===== src/rtl/riscv_pkg.sv =====
// Shared encodings for the multicycle RV32I controller: FSM states,
// opcodes, ALU operation classes, ALU control codes and mux selects.
package riscv_pkg;

    typedef enum logic [3:0] {
        S_FETCH    = 4'd0,
        S_DECODE   = 4'd1,
        S_MEMADR   = 4'd2,
        S_MEMREAD  = 4'd3,
        S_MEMWB    = 4'd4,
        S_MEMWRITE = 4'd5,
        S_EXECUTER = 4'd6,
        S_EXECUTEI = 4'd7,
        S_ALUWB    = 4'd8,
        S_BEQ      = 4'd9,
        S_JAL      = 4'd10
    } state_t;

    localparam logic [6:0] OP_LW  = 7'b0000011;
    localparam logic [6:0] OP_SW  = 7'b0100011;
    localparam logic [6:0] OP_R   = 7'b0110011;
    localparam logic [6:0] OP_I   = 7'b0010011;
    localparam logic [6:0] OP_BEQ = 7'b1100011;
    localparam logic [6:0] OP_JAL = 7'b1101111;

    typedef enum logic [1:0] {
        ALU_OP_ADD   = 2'b00,
        ALU_OP_SUB   = 2'b01,
        ALU_OP_FUNCT = 2'b10
    } alu_op_t;

    typedef enum logic [2:0] {
        ALU_ADD = 3'b000,
        ALU_SUB = 3'b001,
        ALU_AND = 3'b010,
        ALU_OR  = 3'b011,
        ALU_SLT = 3'b101
    } alu_ctrl_t;

    localparam logic [1:0] RES_ALUOUT    = 2'b00;
    localparam logic [1:0] RES_DATA      = 2'b01;
    localparam logic [1:0] RES_ALURESULT = 2'b10;

    localparam logic [1:0] SRCA_PC    = 2'b00;
    localparam logic [1:0] SRCA_OLDPC = 2'b01;
    localparam logic [1:0] SRCA_RD1   = 2'b10;

    localparam logic [1:0] SRCB_RD2  = 2'b00;
    localparam logic [1:0] SRCB_IMM  = 2'b01;
    localparam logic [1:0] SRCB_FOUR = 2'b10;

endpackage


===== src/rtl/alu_decoder.sv =====
// ALU control decoder: maps the controller's ALU operation class plus the
// instruction's funct fields onto the ALU's control code.
module alu_decoder
    import riscv_pkg::*;
(
    input  logic [1:0] alu_op,
    input  logic [2:0] funct3,
    input  logic       op5,
    input  logic       funct7b5,
    output logic [2:0] alu_control
);

    // Address/PC arithmetic uses add, branches compare via sub, and
    // arithmetic instructions pick their operation from funct3
    always_comb begin
        alu_control = ALU_ADD;
        case (alu_op)
            ALU_OP_ADD: alu_control = ALU_ADD;
            ALU_OP_SUB: alu_control = ALU_SUB;
            ALU_OP_FUNCT: begin
                case (funct3)
                    3'b000:  alu_control = (op5 & funct7b5) ? ALU_SUB : ALU_ADD;
                    3'b010:  alu_control = ALU_SLT;
                    3'b110:  alu_control = ALU_OR;
                    3'b111:  alu_control = ALU_AND;
                    default: alu_control = ALU_ADD;
                endcase
            end
            default: alu_control = ALU_ADD;
        endcase
    end

endmodule


===== src/rtl/multicycle_controller.sv =====
// Moore controller sequencing the multicycle RV32I datapath through fetch,
// decode, execute, memory and writeback, stalling on memory ready.
module multicycle_controller
    import riscv_pkg::*;
#(
    parameter logic [3:0] RESET_STATE = 4'd0
) (
    input  logic       clk,
    input  logic       rst_n,
    input  logic [6:0] op,
    input  logic [2:0] funct3,
    input  logic       funct7b5,
    input  logic       zero,
    input  logic       mem_ready,
    output logic       mem_req,
    output logic       mem_write,
    output logic       adr_src,
    output logic       ir_write,
    output logic       pc_write,
    output logic       reg_write,
    output logic [1:0] result_src,
    output logic [1:0] alu_src_a,
    output logic [1:0] alu_src_b,
    output logic [2:0] alu_control,
    output logic       illegal,
    output logic [3:0] state_dbg
);

    logic [3:0] state;
    logic [3:0] next_state;
    logic [1:0] alu_op;
    logic       mem_req_raw;
    logic       mem_write_raw;
    logic       ir_write_raw;
    logic       reg_write_raw;
    logic       illegal_raw;
    logic       pc_update;
    logic       branch;

    // State register; reset forces the fetch state without waiting for a clock
    always_ff @(posedge clk or negedge rst_n) begin
        if (!rst_n) begin
            state <= RESET_STATE;
        end else begin
            state <= next_state;
        end
    end

    // Next-state logic; unused encodings fall back to fetch
    always_comb begin
        next_state = S_FETCH;
        case (state)
            S_FETCH:    next_state = mem_ready ? S_DECODE : S_FETCH;
            S_DECODE: begin
                case (op)
                    OP_LW, OP_SW: next_state = S_MEMADR;
                    OP_R:         next_state = S_EXECUTER;
                    OP_I:         next_state = S_EXECUTEI;
                    OP_BEQ:       next_state = S_BEQ;
                    OP_JAL:       next_state = S_JAL;
                    default:      next_state = S_FETCH;
                endcase
            end
            S_MEMADR:   next_state = (op == OP_LW) ? S_MEMREAD : S_MEMWRITE;
            S_MEMREAD:  next_state = mem_ready ? S_MEMWB : S_MEMREAD;
            S_MEMWB:    next_state = S_FETCH;
            S_MEMWRITE: next_state = mem_ready ? S_FETCH : S_MEMWRITE;
            S_EXECUTER: next_state = S_ALUWB;
            S_EXECUTEI: next_state = S_ALUWB;
            S_ALUWB:    next_state = S_FETCH;
            S_BEQ:      next_state = S_FETCH;
            S_JAL:      next_state = S_ALUWB;
            default:    next_state = S_FETCH;
        endcase
    end

    // Per-state output decode; memory strobes wait for the ready handshake
    always_comb begin
        mem_req_raw   = 1'b0;
        mem_write_raw = 1'b0;
        ir_write_raw  = 1'b0;
        reg_write_raw = 1'b0;
        illegal_raw   = 1'b0;
        pc_update     = 1'b0;
        branch        = 1'b0;
        adr_src       = 1'b0;
        result_src    = RES_ALUOUT;
        alu_src_a     = SRCA_PC;
        alu_src_b     = SRCB_RD2;
        alu_op        = ALU_OP_ADD;
        case (state)
            S_FETCH: begin
                mem_req_raw  = 1'b1;
                alu_src_b    = SRCB_FOUR;
                result_src   = RES_ALURESULT;
                ir_write_raw = mem_ready;
                pc_update    = mem_ready;
            end
            S_DECODE: begin
                alu_src_a = SRCA_OLDPC;
                alu_src_b = SRCB_IMM;
                case (op)
                    OP_LW, OP_SW, OP_R, OP_I, OP_BEQ, OP_JAL: illegal_raw = 1'b0;
                    default:                                  illegal_raw = 1'b1;
                endcase
            end
            S_MEMADR: begin
                alu_src_a = SRCA_RD1;
                alu_src_b = SRCB_IMM;
            end
            S_MEMREAD: begin
                mem_req_raw = 1'b1;
                adr_src     = 1'b1;
            end
            S_MEMWB: begin
                result_src    = RES_DATA;
                reg_write_raw = 1'b1;
            end
            S_MEMWRITE: begin
                mem_req_raw   = 1'b1;
                adr_src       = 1'b1;
                mem_write_raw = mem_ready;
            end
            S_EXECUTER: begin
                alu_src_a = SRCA_RD1;
                alu_src_b = SRCB_RD2;
                alu_op    = ALU_OP_FUNCT;
            end
            S_EXECUTEI: begin
                alu_src_a = SRCA_RD1;
                alu_src_b = SRCB_IMM;
                alu_op    = ALU_OP_FUNCT;
            end
            S_ALUWB: begin
                result_src    = RES_ALUOUT;
                reg_write_raw = 1'b1;
            end
            S_BEQ: begin
                alu_src_a = SRCA_RD1;
                alu_src_b = SRCB_RD2;
                alu_op    = ALU_OP_SUB;
                branch    = 1'b1;
            end
            S_JAL: begin
                alu_src_a = SRCA_OLDPC;
                alu_src_b = SRCB_FOUR;
                pc_update = 1'b1;
            end
            default: begin
                mem_req_raw = 1'b0;
            end
        endcase
    end

    // Strobes are held low while reset is asserted so nothing is written
    // or fetched during an abort
    always_comb begin
        mem_req   = rst_n & mem_req_raw;
        mem_write = rst_n & mem_write_raw;
        ir_write  = rst_n & ir_write_raw;
        pc_write  = rst_n & (pc_update | (branch & zero));
        reg_write = rst_n & reg_write_raw;
        illegal   = rst_n & illegal_raw;
        state_dbg = state;
    end

    alu_decoder u_alu_decoder (
        .alu_op      (alu_op),
        .funct3      (funct3),
        .op5         (op[5]),
        .funct7b5    (funct7b5),
        .alu_control (alu_control)
    );

endmodule


===== config.mk =====
export PLATFORM = sky130hd
export DESIGN_NAME = multicycle_controller
export DESIGN_NICKNAME = d
export VERILOG_FILES = /design/src/rtl/riscv_pkg.sv /design/src/rtl/alu_decoder.sv /design/src/rtl/multicycle_controller.sv
export SDC_FILE = /design/constraint.sdc
export NUM_CORES = 1
export LEC_CHECK = 0
export CELL_PAD_IN_SITES_DETAIL_PLACEMENT = 1
export CELL_PAD_IN_SITES_GLOBAL_PLACEMENT = 1
export CORE_MARGIN = 5
export CORE_UTILIZATION = 28
export CTS_CLUSTER_DIAMETER = 100
export CTS_CLUSTER_SIZE = 14
export DETAILED_ROUTE_END_ITERATION = 16
export PLACE_DENSITY = 0.77
export SLEW_MARGIN = 20
export SYNTH_ARGS = -nofsm -noshare
export SYNTH_HDL_FRONTEND = slang
export SYNTH_HIERARCHICAL = 1
export SYNTH_SLANG_ARGS = --single-unit

===== constraint.sdc =====
create_clock -name clk -period 2.7 [get_ports clk]
set_input_delay 0.81 -clock clk [delete_from_list [all_inputs] [get_ports clk]]
set_output_delay 0.81 -clock clk [all_outputs]
set_load 0.1 [all_outputs]

==> results.md, run 1 <==
* Clock Tree Root: clkbuf_4
* I/O Pins at 35
* Synthesized cell area at 728 um2
* Cts bufs inserted at 3
* CP required at 1890 ps
* CP Cell Sequence: clkdlybuf4s50_1 -> buf_4 -> nor4b_4 -> buf_12
* Tmin final at 2740 ps
* DRC violation count after routing at 0
* Post-Syn Instances at 91
* Final setup viols at 3
* Placement Setup Slack at -212 ps
* Reg2Reg Launch Point: state_dbg[0]
* Initial Utilization at 29.4%
* Diodes inserted at 0
* Type of the worst min-delay path: in -> async
* Final net count at between 150 and 200
* Total GRT Usage at about a fifth
* Worst-Margin Slew at 328 ps
* H-tree depth at 1
* CTS Buffer Depth at 2
* Fin cells at about 180
* First-pass DRT Iterations at 4
* Hpwl dp at 2580 um
* Routed wire length at 3300 um
* Period utilization at 101%
* CP startpoint kind: input pin
* Failing checks: setup timing
* Max incr delay on CP at 510 ps
* LEAKAGE at 0.649 nW
* Power Density at 654 mW/mm2
* WHS at 693 ps
* Max reg flops at 4
* FMAX at 0.365 GHz
* Die width at 61.0 um
* Setup crit end kind: output port
* Register area share after synthesis at 13.7%
* Grt ovf at 0
* Dpl cell area at 0.00153 mm2
* Status: complete, but fails checks
* Clock Pin Slew Worst Setup and Hold Paths at 40 ps
* Syn nets at about 110
* Largest net degree at the start of global routing at 16
* TNS Setup at -98.2 ps
* Total chip power at 1.07 mW
* DR iter-0 viols at 23
* Max VDD drop at roughly 0.67 mV
* Worst-Skew Late Latency at 230 ps
* Crit path kind: in -> out
* Die area at 0.00372 mm2
* Synth Warn # at 6
* Crit-path max FO at 2
* Mean Syn Cell Area at 8.00 um2
* Critical-path top delay cell: clkdlybuf4s50_1
* Routed Antenna Nets at 0
* Clk_skew at 1.73 ps
* Core ar. at 0.00248 mm2
* Final core occ at between 60 and 70%
* CTS sink count at 4
* #FFs+latches synth at 4
* CTS tree: yes
* Final worst setup slack at -39.2 ps
* Synth cell types at 48
* Initial antenna violation count at 0
* Crit path from: funct3[1]
* Port bufs at 34
* RSZ-0062 raised after global routing: true
* Max Cap Viol at 0
* Routability Congestion at 0.785
* Commonest non-fill, non-tap cells in the layout: buf_4, buf_12, dlygate4sd2_1
* Vias per cell at 5.41
* Fin. Hold Viols at 0
* Commonest non-fill, non-tap cell in the layout: buf_4
* Row count at 18
* Via Count at 969
* Area added between synthesis and finish at 125%
* Design area at 0.00164 mm2
* Average wire per standard cell at 18.5 um
* Die height at 61.0 um
* Placed cell count at around 170
* Layout fillers at ~270
* WP data arrival at between 1500 and 2000 ps
* Share of layout cells above drive strength 1 at 57.0%
* First-pass GRT wire length at 5050 um
* Final slew viol count at 0
* Number of global-route vias before repair at 1011
* Worst slew margin at between 70 and 80%
## critical path: cells and delay by family
family,cells,cell delay (ps)
and+or+nand+nor,1,250
buffers and inverters,3,860
## synth_stat cells (all sizes together)
cell,instances,area [um2]
nand2,7,26.3
nand2b,7,51.3
inv,6,25.0
nor2,6,22.5
a21oi,5,25.0
buf,5,40.0
dfrtp,4,100
nor3,4,30.0
and2b,3,22.5
nor3b,3,27.5
o211ai,3,22.5
xnor2,3,26.3
a31oi,2,12.5
and3b,2,17.5
and4b,2,21.3
ha,2,25.0
nand3,2,10.0
nand3b,2,15.0
nand4b,2,17.5
nor4,2,18.8
nor4b,2,23.8
o21ai,2,10.0
a21o,1,7.51
a221oi,1,15.0
a22oi,1,7.51
a32oi,1,8.76
and3,1,6.26
and4,1,8.76
and4bb,1,12.5
mux2,1,11.3
mux2i,1,10.0
nand4bb,1,11.3
o21a,1,7.51
o21bai,1,7.51
o311ai,1,8.76
or2,1,6.26
xor2,1,8.76
## timing repair
action                                  4_1_cts  5_1_grt
cloned                                        0        0
endpoints found under the setup margin        7        5
pin swaps                                    10        4
gates resized for setup                      15        2
setup buffers                                 5        3
hold buffers                                  0        0
## power by group
| group | internal, mW | switching [mW] | total (mW) |
|---|---|---|---|
| Combinational | 0.329 | 0.575 | 0.904 |
| Sequential | 0.0751 | 0.0222 | 0.0973 |
| Clock | 0.0497 | 0.0235 | 0.0731 |
## path summary, 6_finish.rpt
path                            slack [ps]        endpoint  depth (start not counted)
worst max-delay path                   -40  alu_control[2]                          4
worst min-delay path                   690    state_dbg[0]                          2
worst max register to register        1190    state_dbg[2]                          4
worst min register to register         850    state_dbg[0]                          3
max in group asynchronous             1880    state_dbg[1]                          2
min in group clk                       850    state_dbg[0]                          3
## per-layer routing
metal  wire, um  up-vias  GRT usage [%]
li1           -      454              -
met1       1240      471           19.8
met2       1870       42           36.9
met3        183        2           1.70
met4         12        0           8.98
met5          0        -              0
## cell type report
type	count	area (um2)	area share [%]
Tap cell	30	37.5	2.29
Sequential cell	4	115	7.01
Inverter	6	30.0	1.83
Timing Repair Buffer	60	681	41.5
Multi-Input combinational cell	76	756	46.0
Clock buffer	3	22.5	1.37
## logic make-up (layout without fill, tap and decap cells)
| logic type | after synthesis | count (layout) | synth area share, % |
|---|---|---|---|
| xor+xnor | 4 | 4 | 4.81 |
| simple gates | 49 | 49 | 47.9 |
| mux | 2 | 2 | 2.92 |
| fa+ha+maj | 2 | 2 | 3.44 |
| flops | 4 | 4 | 13.7 |
| buf+inv | 11 | 69 | 8.93 |
| compound gates | 19 | 19 | 18.2 |
(Power assumes the default switching activity.)
==> run 2: changes to the inputs <==
Settings changed: CORE_UTILIZATION 28 to 25, PLACE_DENSITY 0.77 to 0.73.
Clock period 2.7 ns to 2.25 ns, I/O delays scaled along.
==> run 2 against run 1 <==
  * The run still ends with setup timing left
  * Sequential share of layout area is 1.5 points lower
  * Hold slack worse by 170 ps
  * Global-route usage is 6.3 points higher
  * Combinational power grew 55%
  * Cell count grew 16%
  * Clock skew rose by 2.1 ps
==> results.md, run 2 (synthesis results as in run 1) <==
* Area added between synthesis and finish at 187%
* Port bufs at 34
* Period utilization at 119%
* Routed Antenna Nets at 0
* Max reg flops at 4
* LEAKAGE at 0.843 nW
* Vias per cell at 5.77
* Max Cap Viol at 0
* Reg2Reg Launch Point: state_dbg[2]
* Commonest non-fill, non-tap cells in the layout: buf_4, buf_12, buf_6
* Sw frac at 55.8%
* Initial Utilization at 26.2%
* M1 GR Usage at 27.1%
* Routability Congestion at 0.835
* Clock Pin Slew Worst Setup and Hold Paths at approximately 40 ps
* FMAX at 0.375 GHz
* Final core occ at 75.2%
* Worst R2R Setup Slack at -80 ps
* Die height at 64.0 um
* Max VDD drop at about 1.1 mV
* Most utilized layer in the global route result: met2
* CP startpoint kind: flop
* Tmin final at 2670 ps
* Reg2reg end: state_dbg[3]
* Fin. Hold Viols at 0
* WP data arrival at 1990 ps
* Die area at about 0.0041 mm2
* First-pass GRT wire length at 7760 um
* GR Util met3 at 4.03%
* DRC violation count after routing at 0
* Total GRT Usage at 25.2%
* Failing checks: setup timing
* Cts bufs inserted at 3
* Setup crit end kind: output port
* H-tree depth at 1
* I/O Pins at 35
* WHS at around 530 ps
* Layout fillers at 253
* Crit path kind: reg -> out
* Commonest non-fill, non-tap cell in the layout: buf_4
* Status: complete, but fails checks
* Type of the worst min-delay path: in -> async
* Comb pwr share at approximately 87%
* Hold_buf cts at 0
* Core ar. at 0.00278 mm2
* Reg2reg path depth at 10
* Worst-Skew Late Latency at 240 ps
* Diodes inserted at 0
* CTS sink count at 4
* Final net count at slightly below 200
* Sequential power share at 7.2%
* Hpwl dp at 2840 um
* Crit path from: state_dbg[2]
* Clock Tree Root: clkbuf_4
* Final setup viols at 14
* TNS Setup at -3180 ps
* Clk_skew at 3.85 ps
* Clk pwr share at 6.0%
* Row count at 19
* RSZ-0062 raised after global routing: true
* P_sw at 0.896 mW
* Routed wire length at 6100 um
* Grt ovf at 0
* CTS tree: yes
* Multi-input logic area at 885 um2
* Average wire per standard cell at 29.3 um
* Via Count at 1201
* Largest net degree at the start of global routing at 17
* Power Density at 768 mW/mm2
* DR iter-0 viols at 39
* CP required at 1570 ps
* Placement Setup Slack at -356 ps
* GRT met2 Usage at 44.5%
* Crit-path max FO at 3
* Worst slew margin at about three quarters
* Final slew viol count at 0
* Dpl cell area at 0.00167 mm2
* Die width at between 60 and 70 um
* Total area of sequential cells at 115 um2
* Share of layout cells above drive strength 1 at 75.7%
* CTS Buffer Depth at 2
* P_int at 0.710 mW
* Initial antenna violation count at 0
* Final worst setup slack at -420 ps
* Design area at approximately 0.0021 mm2
* First-pass DRT Iterations at 4
* Number of global-route vias before repair at 1324
* Worst-Margin Slew at approximately 370 ps
==> run 2: cell type report <==
class / instances / share of cell area [%]
Clock buffer: 3 / 1.08
Inverter: 6 / 1.68
Multi-Input combinational cell: 76 / 42.3
Sequential cell: 4 / 5.51
Tap cell: 31 / 1.86
Timing Repair Buffer: 88 / 47.6
==> run 2: power groups by stage <==
stage	logic (mW)	clock network [mW]	registers, mW
after floorplan	0.632	0	0.195
after detailed placement	1.16	0	0.107
final	1.40	0.0959	0.115
after global placement	1.13	0	0.104
after CTS	1.29	0.0948	0.110
after global routing	1.42	0.102	0.116
==> run 2: what timing repair did <==
action | 4_1_cts | 5_1_grt
setup buffers | 23 | 4
resized for setup | 48 | 27
setup endpoints to repair | 13 | 16
pin swaps | 18 | 14
==> run 2: per-stage QoR <==
step	std cells	power, mW
6_report	208	1.61
5_1_grt	208	1.64
4_1_cts	205	1.49
3_5_place_dp	179	1.26
3_3_place_gp	179	1.24
2_1_floorplan	91	0.827
==> run 2: critical path: stages (launching register included) <==
cell      delay (ps)
dfrtp_4          480
nand2b_4         170
nor3_4           190
buf_4            170
ha_4             150
inv_2             50
a221oi_4         330
buf_12           220
==> run 2: per-layer routing <==
metal | up-vias | routed length (um)
met5 | - | 0
met4 | 0 | 340
met3 | 24 | 253
met2 | 52 | 3130
met1 | 611 | 2380
li1 | 514 | -
==> run 2: how the worst max path moves through the flow <==
stage | endpoint | slack [ps] | cells after the start
finish | alu_control[0] | -420 | 7
global route | alu_control[0] | -460 | 7
CTS | alu_control[2] | -360 | 6
detailed placement | illegal | -360 | 5
global placement | illegal | -290 | 5
floorplan | ir_write | -950 | 3
